`config.mk`:
```
export PLATFORM = sky130hd
export DESIGN_NAME = fd_dram_sched
export DESIGN_NICKNAME = d
export VERILOG_FILES = /design/src/rtl/fd_dram_sched.sv
export SDC_FILE = /design/constraint.sdc
export NUM_CORES = 1
export LEC_CHECK = 0
export CORE_UTILIZATION = 30
export CTS_BUF_LIST = sky130_fd_sc_hd__clkbuf_4 sky130_fd_sc_hd__clkbuf_8 sky130_fd_sc_hd__clkbuf_16
export CTS_CLUSTER_SIZE = 30
export DETAILED_ROUTE_END_ITERATION = 8
export PLACE_DENSITY = 0.59
export SLEW_MARGIN = 20
export SYNTH_ARGS = -nofsm -noshare
export SYNTH_HDL_FRONTEND = slang
export SYNTH_SLANG_ARGS = --single-unit
```
`constraint.sdc`:
```
create_clock -name clk -period 2.8 [get_ports clk]
set_input_delay 0.56 -clock clk [delete_from_list [all_inputs] [get_ports clk]]
set_output_delay 0.56 -clock clk [all_outputs]
set_load 0.005 [all_outputs]
```
`src/rtl/fd_dram_sched.sv`:
```
// fd_dram_sched: two-port round-robin scheduler in front of a single DRAM
// bridge. It keeps one bridge transaction in flight and holds a one-record
// write-through buffer so that repeated reads of the same record complete
// without a bridge round trip.
//
// Handshake rules: a request is taken in the cycle where reqN_valid and
// reqN_ready are both high. Ready can only be high in S_IDLE. Once a port
// has asserted valid, it keeps valid and its request fields stable until
// ready is seen. The bridge takes a command on a one-cycle C_in_valid
// pulse and answers with a one-cycle C_out_valid pulse. The client receives
// a one-cycle resp_valid pulse and cannot stall it.
module fd_dram_sched #(
  parameter int ADDR_W = 8,
  parameter int DATA_W = 64
) (
  input  logic              clk,
  input  logic              rst_n,
  input  logic              req0_valid,
  input  logic              req0_r_wb,
  input  logic [ADDR_W-1:0] req0_addr,
  input  logic [DATA_W-1:0] req0_wdata,
  output logic              req0_ready,
  input  logic              req1_valid,
  input  logic              req1_r_wb,
  input  logic [ADDR_W-1:0] req1_addr,
  input  logic [DATA_W-1:0] req1_wdata,
  output logic              req1_ready,
  output logic              resp_valid,
  output logic              resp_port,
  output logic [DATA_W-1:0] resp_data,
  input  logic              flush,
  output logic              C_in_valid,
  output logic              C_r_wb,
  output logic [ADDR_W-1:0] C_addr,
  output logic [DATA_W-1:0] C_data_w,
  input  logic              C_out_valid,
  input  logic [DATA_W-1:0] C_data_r,
  output logic [1:0]        dbg_state
);

  typedef enum logic [1:0] {
    S_IDLE  = 2'd0,
    S_ISSUE = 2'd1,
    S_WAIT  = 2'd2,
    S_RESP  = 2'd3
  } state_t;

  state_t              state;
  logic                prio;
  logic                lat_port;
  logic                lat_r_wb;
  logic [ADDR_W-1:0]   lat_addr;
  logic [DATA_W-1:0]   lat_wdata;
  logic                buf_valid;
  logic [ADDR_W-1:0]   buf_addr;
  logic [DATA_W-1:0]   buf_data;

  logic                grant0;
  logic                grant1;
  logic                accept;
  logic                acc_port;
  logic                acc_r_wb;
  logic [ADDR_W-1:0]   acc_addr;
  logic [DATA_W-1:0]   acc_wdata;
  logic                hit;
  logic [DATA_W-1:0]   fill_data;

  assign dbg_state = state;

  // Round-robin grant: only offered in S_IDLE. When both ports are valid,
  // prio decides which one wins.
  always_comb begin
    grant0 = 1'b0;
    grant1 = 1'b0;
    if (state == S_IDLE) begin
      if (req0_valid && (!req1_valid || !prio)) begin
        grant0 = 1'b1;
      end else if (req1_valid) begin
        grant1 = 1'b1;
      end
    end
  end

  assign req0_ready = grant0;
  assign req1_ready = grant1;
  assign accept     = grant0 | grant1;
  assign acc_port   = grant1;
  assign acc_r_wb   = grant1 ? req1_r_wb  : req0_r_wb;
  assign acc_addr   = grant1 ? req1_addr  : req0_addr;
  assign acc_wdata  = grant1 ? req1_wdata : req0_wdata;

  // The hit check uses the buffer as it stands this cycle. A flush in the
  // same cycle only affects later accepts.
  assign hit = acc_r_wb && buf_valid && (buf_addr == acc_addr);

  // A read fills the buffer with bridge data. A write fills it with its own
  // data. This keeps the buffer write-through.
  assign fill_data = lat_r_wb ? C_data_r : lat_wdata;

  // Scheduler FSM, bridge command registers, response registers and record buffer.
  always_ff @(posedge clk or negedge rst_n) begin
    if (!rst_n) begin
      state      <= S_IDLE;
      prio       <= 1'b0;
      lat_port   <= 1'b0;
      lat_r_wb   <= 1'b1;
      lat_addr   <= '0;
      lat_wdata  <= '0;
      buf_valid  <= 1'b0;
      buf_addr   <= '0;
      buf_data   <= '0;
      C_in_valid <= 1'b0;
      C_r_wb     <= 1'b1;
      C_addr     <= '0;
      C_data_w   <= '0;
      resp_valid <= 1'b0;
      resp_port  <= 1'b0;
      resp_data  <= '0;
    end else begin
      case (state)
        S_IDLE: begin
          if (accept) begin
            lat_port  <= acc_port;
            lat_r_wb  <= acc_r_wb;
            lat_addr  <= acc_addr;
            lat_wdata <= acc_wdata;
            prio      <= ~acc_port;
            if (hit) begin
              resp_valid <= 1'b1;
              resp_port  <= acc_port;
              resp_data  <= buf_data;
              state      <= S_RESP;
            end else begin
              C_in_valid <= 1'b1;
              C_r_wb     <= acc_r_wb;
              C_addr     <= acc_addr;
              C_data_w   <= acc_wdata;
              state      <= S_ISSUE;
            end
          end
        end
        S_ISSUE: begin
          C_in_valid <= 1'b0;
          state      <= S_WAIT;
        end
        S_WAIT: begin
          if (C_out_valid) begin
            buf_valid  <= 1'b1;
            buf_addr   <= lat_addr;
            buf_data   <= fill_data;
            resp_valid <= 1'b1;
            resp_port  <= lat_port;
            resp_data  <= fill_data;
            state      <= S_RESP;
          end
        end
        S_RESP: begin
          resp_valid <= 1'b0;
          state      <= S_IDLE;
        end
        default: state <= S_IDLE;
      endcase
      // A flush wins over a fill in the same cycle.
      if (flush) begin
        buf_valid <= 1'b0;
      end
    end
  end

endmodule
```
* After elaboration in Yosys (flattened, before gate mapping)
Cells that the tools add are included.
** Word-level totals
- Register bits after elaboration :: 290
- Output and inout port bits :: 144
- Logic and storage cells :: 77
** Operators by class
- Equality and inequality tests :: 8
- Muxes and demuxes :: 30
- Bitwise logic cells :: 3
- Reductions and logical operators :: 20
** Operators with widths (count)
- $mux 64 :: 5
- $pmux 64 s2 :: 1
- $mux 1 :: 16
- $eq 8x8->1 :: 1
- $mux 8 :: 1
- $ne 2x2->1 const B :: 4
- $pmux 2 s4 :: 1
- $reduce_and 2->1 :: 4
- $reduce_and 4->1 :: 2
- $reduce_bool 2->1 :: 4
- $mux 2 :: 3
- $reduce_and 3->1 :: 2
- $eq 2x2->1 const B :: 2
- $pmux 1 s2 :: 2
- $logic_and 1x1->1 :: 3
- $pmux 1 s3 :: 1
- $reduce_bool 3->1 :: 1
- $eq 2x1->1 const B :: 1
- $logic_not 1->1 :: 2
- $logic_not 2->1 :: 1
- $not 1->1 :: 2
- $logic_or 1x1->1 :: 1
- $or 1x1->1 :: 1

* Logic depth before layout (Yosys ltp)
Gate-level depths: netlist of the first run.
- Depth in word-level cells :: 11
- Depth in mapped cells :: 12

* Worst setup path before layout of the first run
No wires, ideal clock.
- Path kind :: register to register
- Start point :: register state[0] (netlist: dbg_state[0])
- End point :: register C_data_w[10]
- Setup time :: 0.121 ns
- Data arrival time :: 2.462 ns
- Required time :: 2.679 ns
- Path slack :: 0.217 ns
- Cell stages (with the launch flop) :: 13
- Buffers on the path :: 3
- Cells stage by stage :: dfrtp_1 inv_1 ha_1 buf_2 and2_4 nand2_2 inv_2 or3_4 a2111oi_4 nor2_2 buf_6 buf_6 o22a_1
** Between the ends
- Longest elaborated chain between the ends :: 7
- Elaborated cells on any way between the ends :: 12
- Those cells by class :: eq/ne (1); mux (5); bitwise (2); reduce/logical (4)
** Ends and longest elaborated chain
- from (decl) :: RTL line 48 : state_t state;
- from (signal assigned) :: RTL line 103 : state <= S_IDLE;
- from (signal assigned) :: RTL line 132 : state <= S_RESP;
- from (signal assigned) :: RTL line 138 : state <= S_ISSUE;
- $logic_not 2->1 * :: RTL line 75, 120
- $mux 1 :: RTL line 75 : if (state == S_IDLE) begin
- $mux 8 or $mux 1 (tied branches) :: RTL line 89, 88
- $eq 8x8->1 or $logic_and 1x1->1 (tied branches) :: RTL line 94 : assign hit = acc_r_wb && buf_valid && (buf_addr == acc_addr);
- $logic_and 1x1->1 :: RTL line 94
- $not 1->1 (no line)
- $reduce_and 3->1 (no line)
- to (signal assigned) :: RTL line 137 : C_data_w <= acc_wdata;
- to (decl) :: RTL line 35 : output logic [DATA_W-1:0] C_data_w,
Every way passes the cells marked *; elsewhere a longest branch is shown, timed or not.
A chain may end at the register's enable or synchronous reset.

* Final worst setup path of the first run
- Start point :: register state[0] (netlist: dbg_state[0])
- End point :: output port req0_ready
** Between the ends
- Longest elaborated chain between the ends :: 2
** Ends and longest elaborated chain
- $logic_not 2->1 :: RTL line 75
- $mux 1 :: RTL line 75
- to (decl) :: RTL line 22 : output logic req0_ready,
Every way passes these cells.

==> results.json, run 1 <==
{
  "cp_top_family": "buffers and inverters",
  "drc": 0,
  "cp-start-kind": "flop",
  "arrival_ns": 2.15,
  "seq_area_frac_synth": 0.546,
  "synth_edf_count": 0,
  "seq_area_um2": 7260,
  "power.internal_uw": 14300,
  "layout_common_cells": "clkdlybuf4s50_1, dfrtp_1, nand2_1",
  "fin_crit_ns": 2.71,
  "power_frac_clock": 0.209,
  "path_buf_inv": 3,
  "cp_max_fo": 9,
  "routed-via-count": 10690,
  "synthSimpleGateAreaFrac": 0.134,
  "synth_compound_area_frac": 0.210,
  "synthMuxAreaShare": 0.0565,
  "wl_per_cell_um": 17.7,
  "ant_nets": 0,
  "cts.sinks": 290,
  "maxCapViolations": 0,
  "dp_hpwl_um": 28300,
  "cp-end-kind": "primary output",
  "ys_seq_elements": 290,
  "die_w_um": 213,
  "track_usage": 0.178,
  "io_pins": 360,
  "cts_buffer_depth": 3,
  "drive_gt1_frac": 0.123,
  "async_flop_share": 1.00,
  "syn_inst": 1293,
  "tightest_slew_ns": 0.659,
  "synth_fa_ha_area_frac": 0.00470,
  "die_area_um2": 45200,
  "setup-violations-final": 0,
  "viasPerCell": 4.76,
  "max_freq_mhz": 369,
  "synth-warning-count": 0,
  "cts_hold_buf": 0,
  "clock_latency_ns": 0.51,
  "grt-ovfl-total": 0,
  "grt_antenna_before_repair": 1,
  "wl_um": 39900,
  "cp_slowest_cell": "clkdlybuf4s50_1",
  "drt-initial-drc-count": 479,
  "tns_ns": 0,
  "max_stage_delay_ns": 0.53,
  "fillers": 4160,
  "cts_root_buffer": "clkbuf_16",
  "pwr-share-comb": 0.444,
  "vdd_ir_drop_max_mv": 0.369,
  "placementRows": 76,
  "io_buffers": 359,
  "p_per_area_nw_per_um2": 1140,
  "nNetsFinal": 1863,
  "grt_pass1_vias": 10992,
  "synth_top_family_by_area": "compound AO/OA/AOI/OAI gates",
  "hold_ws_ns": 0.0349,
  "dieHeight_um": 213,
  "area_growth_pct": 42.9,
  "slew_headroom": 0.561,
  "status": "completed",
  "path_class": "reg -> out",
  "cts_htree_levels": 2,
  "pwr-share-seq": 0.347,
  "netlist_area_um2": 13300,
  "crit_required_ns": 2.24,
  "finalHoldViolCount": 0,
  "grt_pass1_wl_um": 62300,
  "synth_flop_cell": "dfrtp_1",
  "switchingPower_uw": 7470,
  "final_common_cell": "clkdlybuf4s50_1",
  "cts_tree": "built",
  "cts_buffers": 35,
  "leakagePower_uw": 0.00793,
  "synth-xor-area-share": 0.00659,
  "maxSlewViolCount": 0,
  "finalCritPeriodShare": 0.968,
  "syn-mean-instance-area_um2": 10.3,
  "rsz0062_at_grt": "false",
  "grt_max_degree": 132,
  "clkTransAtPathRegs_ns": 0.06,
  "core_um2": 43400,
  "synth_nets": 1514,
  "worstPathCellList": "inv_2, ha_4, buf_4, nand2_1, a21oi_4, clkdlybuf4s50_1",
  "min_path_type": "in -> async",
  "post_cts_buffers": 0,
  "skew_ns": 0.0204,
  "synth_cell_types": 45,
  "switching_share": 0.344,
  "diodes": 0,
  "multi_input_area_um2": 5570,
  "drt_pass1_iterations": 4,
  "start_util": 0.307,
  "gp_congestion": 0.814
}
-- stage by stage --
step                       util  cell area, um2  setup WS, ns  power, uW  instances
after floorplan               -           13300         0.217      13000       1293
after global placement    0.411           17800        -0.167      17200       2190
after detailed placement  0.411           17800        -0.183      17400       2190
after CTS                 0.438           19000       0.00261      22100       2248
after global routing      0.438           19000        0.0259      23400       2248
final                     0.438           19000        0.0892      21700       2248
-- cell usage after synthesis, drive strengths merged (50+ instances only) --
cell type,n,share of area
buf,50,0.023
clkbuf,55,0.016
o21ai,70,0.026
dfrtp,288,0.54
o21a,74,0.042
nand2,277,0.078
o22a,75,0.049
mux2i,66,0.050
nor2,72,0.021
o22ai,64,0.058
a21oi,67,0.025
nand3,73,0.027
-- path summary, 6_finish.rpt --
path	startpoint	to	cells past startpoint	slack, ns
setup / recovery	dbg_state[0]$_DFFE_PN0P_	req0_ready	6	0.09
hold / removal	rst_n	buf_data[35]$_DFFE_PN0P_	1	0.03
setup reg to reg	dbg_state[0]$_DFFE_PN0P_	C_data_w[49]$_DFFE_PN0P_	11	0.25
hold reg to reg	lat_wdata[62]$_DFFE_PN0P_	lat_wdata[62]$_DFFE_PN0P_	1	0.48
max in group asynchronous	rst_n	resp_data[24]$_DFFE_PN0P_	2	1.93
min in group clk	lat_wdata[62]$_DFFE_PN0P_	lat_wdata[62]$_DFFE_PN0P_	1	0.48
-- registers in the layout (all words and copies together) (netlist names) --
signal,count
C_data_w,64
resp_data,64
C_in_valid,1
C_addr,8
buf_data,64
dbg_state,2
prio,1
lat_wdata,64
lat_addr,8
resp_valid,1
C_r_wb,1
lat_r_wb,1
buf_addr,8
resp_port,1
buf_valid,1
lat_port,1
-- power by group through the flow --
stage | registers, uW | logic, uW | clock network [uW]
2_1_floorplan | 7370 | 5580 | 0
3_3_place_gp | 7590 | 9590 | 0
3_5_place_dp | 7640 | 9790 | 0
4_1_cts | 7580 | 9840 | 4700
5_1_grt | 7840 | 10600 | 4880
6_report | 7540 | 9650 | 4540
-- area by class of cell --
cell class	count	share of cell area
clock buffers	56	0.0592
clock inverters	2	0.00204
flip-flops and latches	290	0.382
multi-input cells	888	0.293
well taps	585	0.0385
inverters	10	0.00198
repair buffers	417	0.223
-- metal layers --
| layer | up-vias | track usage | share of wire |
|---|---|---|---|
| li1 | 5216 | - | - |
| met1 | 5161 | 0.223 | 0.43 |
| met2 | 254 | 0.303 | 0.49 |
| met3 | 57 | 0.0387 | 0.054 |
| met4 | 2 | 0.0578 | 0.028 |
| met5 | - | 0 | 0.00033 |
-- what timing repair did --
action / 4_1_cts / 5_1_grt
pin swaps: 1 / 0
endpoints found under the setup margin: 2 / 2
gates cloned: 0 / 0
hold endpoints to repair: 0 / 0
gates resized for setup: 4 / 2
-- logic make-up (layout without fill, tap and decap cells) --
family / count (synthesis) / after routing
mux: 74 / 74
compound gates: 363 / 363
fa+ha+maj: 5 / 5
xor+xnor: 10 / 10
flops: 290 / 290
simple gates: 436 / 436
buf+inv: 115 / 485
Note: power is estimated with default switching activity, not from simulation.
==> run 2: changes to the inputs <==
Settings changed: CORE_UTILIZATION 30 to 49, PLACE_DENSITY 0.59 to 0.86.
==> run 2 against run 1 <==
Effect of this change:
- non-clock buffer count down 6
- sequential share of layout area rose by 0.96 points
- combinational power is essentially flat
- final area is 2.4% lower
- via count rose by 4.4%
- clock-buffer cell count down 18
- largest cell class unchanged
- largest power group unchanged
==> results.json, run 2 (synthesis gave the netlist of run 1 again) <==
{
  "final_util": 0.703,
  "viasPerCell": 5.62,
  "max_freq_mhz": 371,
  "nNetsFinal": 1851,
  "slew_headroom": 0.516,
  "final_cells": 1988,
  "grt_pass1_wl_um": 61100,
  "cts_root_buffer": "clkbuf_16",
  "core_um2": 26400,
  "wl_um": 37700,
  "io_buffers": 359,
  "diodes": 0,
  "dp.cells": 1929,
  "rsz0062_at_grt": "false",
  "final_common_cell": "clkdlybuf4s50_1",
  "placementRows": 59,
  "skew_ns": 0.0137,
  "routed-via-count": 11164,
  "cp-end-kind": "primary output",
  "track_usage": 0.274,
  "worstHoldStart": "lat_wdata[24]$_DFFE_PN0P_",
  "die_w_um": 167,
  "reg2reg_depth": 12,
  "r2r-end": "resp_data[58]$_DFFE_PN0P_",
  "wl_per_cell_um": 18.9,
  "clock_latency_ns": 0.55,
  "drt_pass1_iterations": 5,
  "status": "completed",
  "arrival_ns": 2.14,
  "drc": 0,
  "p_per_area_nw_per_um2": 1160,
  "whs_endpoint": "lat_wdata[24]$_DFFE_PN0P_",
  "path_class": "reg -> out",
  "cts.sinks": 290,
  "die_area_um2": 27800,
  "cts_htree_levels": 1,
  "hold_ws_ns": 0.487,
  "vdd_ir_drop_max_mv": 0.615,
  "fillers": 1904,
  "drive_gt1_frac": 0.117,
  "grt_max_degree": 139,
  "layout_common_cells": "clkdlybuf4s50_1, dfrtp_1, nand2_1",
  "maxSlewViolCount": 0,
  "rr_startpoint": "dbg_state[1]$_DFFE_PN0P_",
  "start_util": 0.505,
  "leakagePower_uw": 0.00784,
  "fin_crit_ns": 2.70,
  "tightest_slew_ns": 0.727,
  "cts_buffers": 29,
  "io_pins": 360,
  "grt_pass1_vias": 11588,
  "cp-start-kind": "flop",
  "finalHoldViolCount": 0,
  "setup-violations-final": 0,
  "finalCritPeriodShare": 0.964,
  "cp_max_fo": 12,
  "grt-ovfl-total": 0,
  "area_growth_pct": 39.4,
  "crit_required_ns": 2.24,
  "cts_tree": "built",
  "power_uw": 21400,
  "reg2reg_slack_ns": 0.13,
  "ant_nets": 0,
  "dp_hpwl_um": 26200,
  "dieHeight_um": 167,
  "grt_antenna_before_repair": 1,
  "drt-initial-drc-count": 666,
  "cts_buffer_depth": 3,
  "clkTransAtPathRegs_ns": 0.06,
  "whs_path_depth": 1,
  "min_path_type": "reg -> reg",
  "maxCapViolations": 0,
  "gp_congestion": 0.880
}
[run 2: changes by cell type in the layout (fill, tap and decap cells not counted), sizes merged, moves of 3 or more]
cell / previous run / this run
clkbuf: 56 / 38
bufinv: 1 / 4
clkinv: 0 / 9
buf: 59 / 51
[run 2: worst max-delay path, stage by stage (launching register included)]
cell             delay (ns)
dfrtp_1                0.39
inv_2                  0.10
ha_4                   0.15
and2_4                 0.14
nand2_2                0.09
inv_4                  0.08
buf_12                 0.14
clkdlybuf4s50_1        0.50
[run 2: through the flow]
step	cell area (um2)	setup WS, ns	TNS (ns)
2_1_floorplan	13300	0.217	0
3_3_place_gp	17400	-0.0995	-6.32
3_5_place_dp	17400	-0.156	-12.03
4_1_cts	18500	0.0202	0
5_1_grt	18500	0.0158	0
6_report	18500	0.101	0
[run 2: where the power goes]
group	internal (uW)	total [uW]	leakage [uW]	switching [uW]
clock network	2470	4120	0.000518	1640
registers	6320	7630	0.00329	1310
logic	5130	9680	0.00403	4550
total	13900	21400	0.00784	7500
[run 2: repair_timing]
item,4_1_cts,5_1_grt
endpoints found under the hold margin,53,0
gates cloned,1,0
resized for setup,9,0
hold buffers,1,0
setup endpoints to repair,2,2
buffers inserted,0,3
[run 2: worst max-delay path by stage]
stage / slack (ns) / startpoint / cells past startpoint / endpoint
floorplan: 0.22 / dbg_state[0]$_DFFE_PN0P_ / 12 / C_data_w[10]$_DFFE_PN0P_
global placement: -0.1 / req0_valid / 9 / resp_port$_DFFE_PN0P_
detailed placement: -0.16 / req0_valid / 10 / resp_data[58]$_DFFE_PN0P_
CTS: 0.02 / dbg_state[0]$_DFFE_PN0P_ / 7 / req1_ready
global route: 0.02 / dbg_state[1]$_DFFE_PN0P_ / 6 / req0_ready
finish: 0.10 / dbg_state[1]$_DFFE_PN0P_ / 7 / req1_ready
[run 2: final cells by class]
class                           instances  area (um2)  share of cell area
Clock buffer                           38         837              0.0452
Tap cell                              335         419              0.0226
Clock inverter                         16         194              0.0105
Multi-Input combinational cell        888        5550               0.299
Timing Repair Buffer                  411        4230               0.228
Sequential cell                       290        7260               0.392
Inverter                               10        40.0             0.00216
[run 2: metal layers]
metal / track usage / vias to the layer above / share of wire
met5: 0 / - / 0
met4: 0.132 / 0 / 0.052
met3: 0.0530 / 115 / 0.064
met2: 0.462 / 424 / 0.49
met1: 0.340 / 5434 / 0.40
li1: - / 5191 / -
==> run 3: changes to the inputs <==
Settings changed: CORE_MARGIN set to 2, CTS_CLUSTER_SIZE 30 to unset.
==> run 3 against run 2 <==
Effect of this change:
- the flow now finishes with violations (hold timing)
- clock power up 4%
- final area is 0.18% lower
- clock skew fell by 0.0060 ns
- sequential share of layout area increased by 0.072 points
- largest power group unchanged
==> results.json, run 3 (synthesis gave the netlist of run 1 again) <==
{
  "drc": 0,
  "max_stage_delay_ns": 0.53,
  "layout_common_cells": "clkdlybuf4s50_1, dfrtp_1, nand2_1",
  "grt_antenna_before_repair": 0,
  "dieHeight_um": 169,
  "finalHoldViolCount": 10,
  "maxSlewViolCount": 0,
  "gp_congestion": 0.865,
  "pre_cts_ws_ns": -0.237,
  "wl_per_cell_um": 19.0,
  "status": "finished with violations",
  "finalCritPeriodShare": 0.968,
  "wl_um": 37700,
  "io_pins": 360,
  "track_usage": 0.263,
  "seq_area_um2": 7260,
  "pwr-share-seq": 0.354,
  "final_util": 0.690,
  "crit_required_ns": 2.24,
  "diodes": 0,
  "switching_share": 0.347,
  "power_frac_clock": 0.200,
  "area_growth_pct": 39.1,
  "placementRows": 60,
  "maxCapViolations": 0,
  "pwr-share-comb": 0.446,
  "tightest_slew_ns": 0.845,
  "cts_buffer_depth": 3,
  "grt-ovfl-total": 0,
  "ant_nets": 0,
  "cts_buffers": 30,
  "fin_crit_ns": 2.71,
  "drt_pass1_iterations": 5,
  "slew_headroom": 0.437,
  "vdd_ir_drop_max_mv": 0.894,
  "path_buf_inv": 3,
  "path_class": "reg -> out",
  "drt-initial-drc-count": 578,
  "skew_ns": 0.00770,
  "switchingPower_uw": 7480,
  "setup-violations-final": 0,
  "dp_hpwl_um": 25800,
  "cts_tree": "built",
  "cts_root_buffer": "clkbuf_16",
  "tns_ns": 0,
  "final_cells": 1987,
  "drive_gt1_frac": 0.114,
  "start_util": 0.496,
  "routed-via-count": 11068,
  "hold_ws_ns": -0.0263,
  "cp_slowest_cell": "clkdlybuf4s50_1",
  "viasPerCell": 5.57,
  "grt_pass1_wl_um": 60000,
  "cts_htree_levels": 1,
  "die_area_um2": 28500,
  "worst_slack_ns": 0.0888,
  "cp-start-kind": "flop",
  "core_um2": 26800,
  "die_w_um": 169,
  "leakagePower_uw": 0.00782,
  "power_uw": 21500,
  "multi_input_area_um2": 5550,
  "p_per_area_nw_per_um2": 1160,
  "io_buffers": 359,
  "cts.sinks": 290,
  "max_freq_mhz": 369,
  "violations": "hold timing",
  "post_cts_buffers": 0,
  "worstPathCellList": "inv_1, ha_2, buf_4, nand2_1, a21oi_2, clkdlybuf4s50_1",
  "min_path_type": "in -> async",
  "cp_top_family": "buffers and inverters",
  "cp-end-kind": "primary output",
  "power.internal_uw": 14100,
  "final_common_cell": "clkdlybuf4s50_1",
  "clock_latency_ns": 0.54,
  "nNetsFinal": 1843,
  "grt_pass1_vias": 11510,
  "fillers": 1928,
  "clkTransAtPathRegs_ns": 0.06,
  "grt_max_degree": 139,
  "dp.cells": 1931,
  "cp_max_fo": 9,
  "arrival_ns": 2.15
}
[run 3: cell count changes in the layout (fill, tap and decap cells not counted), moves of 2 or more]
cell / previous run / this run
clkbuf_4: 2 / 7
buf_4: 33 / 26
clkbuf_16: 29 / 31
clkinv_2: 8 / 5
[run 3: layout make-up]
type | count | area share
Sequential cell | 290 | 0.393
Multi-Input combinational cell | 888 | 0.300
Timing Repair Buffer | 402 | 0.223
Clock buffer | 46 | 0.0507
Tap cell | 341 | 0.0231
Clock inverter | 10 | 0.00832
Inverter | 10 | 0.00203
[run 3: per-stage QoR]
step / area, um2 / hold WS [ns]
global placement: 17400 / 0.466
floorplan: 13300 / 0.264
global route: 18500 / 0.0176
CTS: 18500 / 0.0155
finish: 18500 / -0.0263
detailed placement: 17400 / 0.474
[run 3: worst paths after layout]
path                                     startpoint                        end  slack, ns  cells past startpoint
hold reg to reg             lat_addr[7]$_DFFE_PN0P_    lat_addr[7]$_DFFE_PN0P_       0.48                      1
max in group asynchronous                     rst_n   buf_data[25]$_DFFE_PN0P_       2.01                      2
hold / removal                                rst_n    C_data_w[6]$_DFFE_PN0P_      -0.03                      1
setup reg to reg           dbg_state[0]$_DFFE_PN0P_  resp_data[11]$_DFFE_PN0P_       0.30                     11
min in group clk            lat_addr[7]$_DFFE_PN0P_    lat_addr[7]$_DFFE_PN0P_       0.48                      1
setup / recovery           dbg_state[1]$_DFFE_PN0P_                 req0_ready       0.09                      6
[run 3: layer usage]
layer | track usage | routed length [um] | vias to the layer above
met5 | 0 | 0 | -
met4 | 0.120 | 1760 | 0
met3 | 0.0477 | 2220 | 99
met2 | 0.458 | 18700 | 367
met1 | 0.320 | 15000 | 5429
li1 | - | - | 5173
[run 3: power by group through the flow]
stage | logic [uW] | clock network [uW] | registers (uW)
2_1_floorplan | 5580 | 0 | 7370
3_3_place_gp | 9250 | 0 | 7560
3_5_place_dp | 9590 | 0 | 7670
4_1_cts | 9670 | 4370 | 7630
5_1_grt | 10500 | 4550 | 7880
6_report | 9600 | 4300 | 7630
[run 3: timing repair]
action,in CTS,in global routing
hold buffers,0,0
gates resized for setup,1,4
gates cloned,0,0
endpoints found under the setup margin,1,66
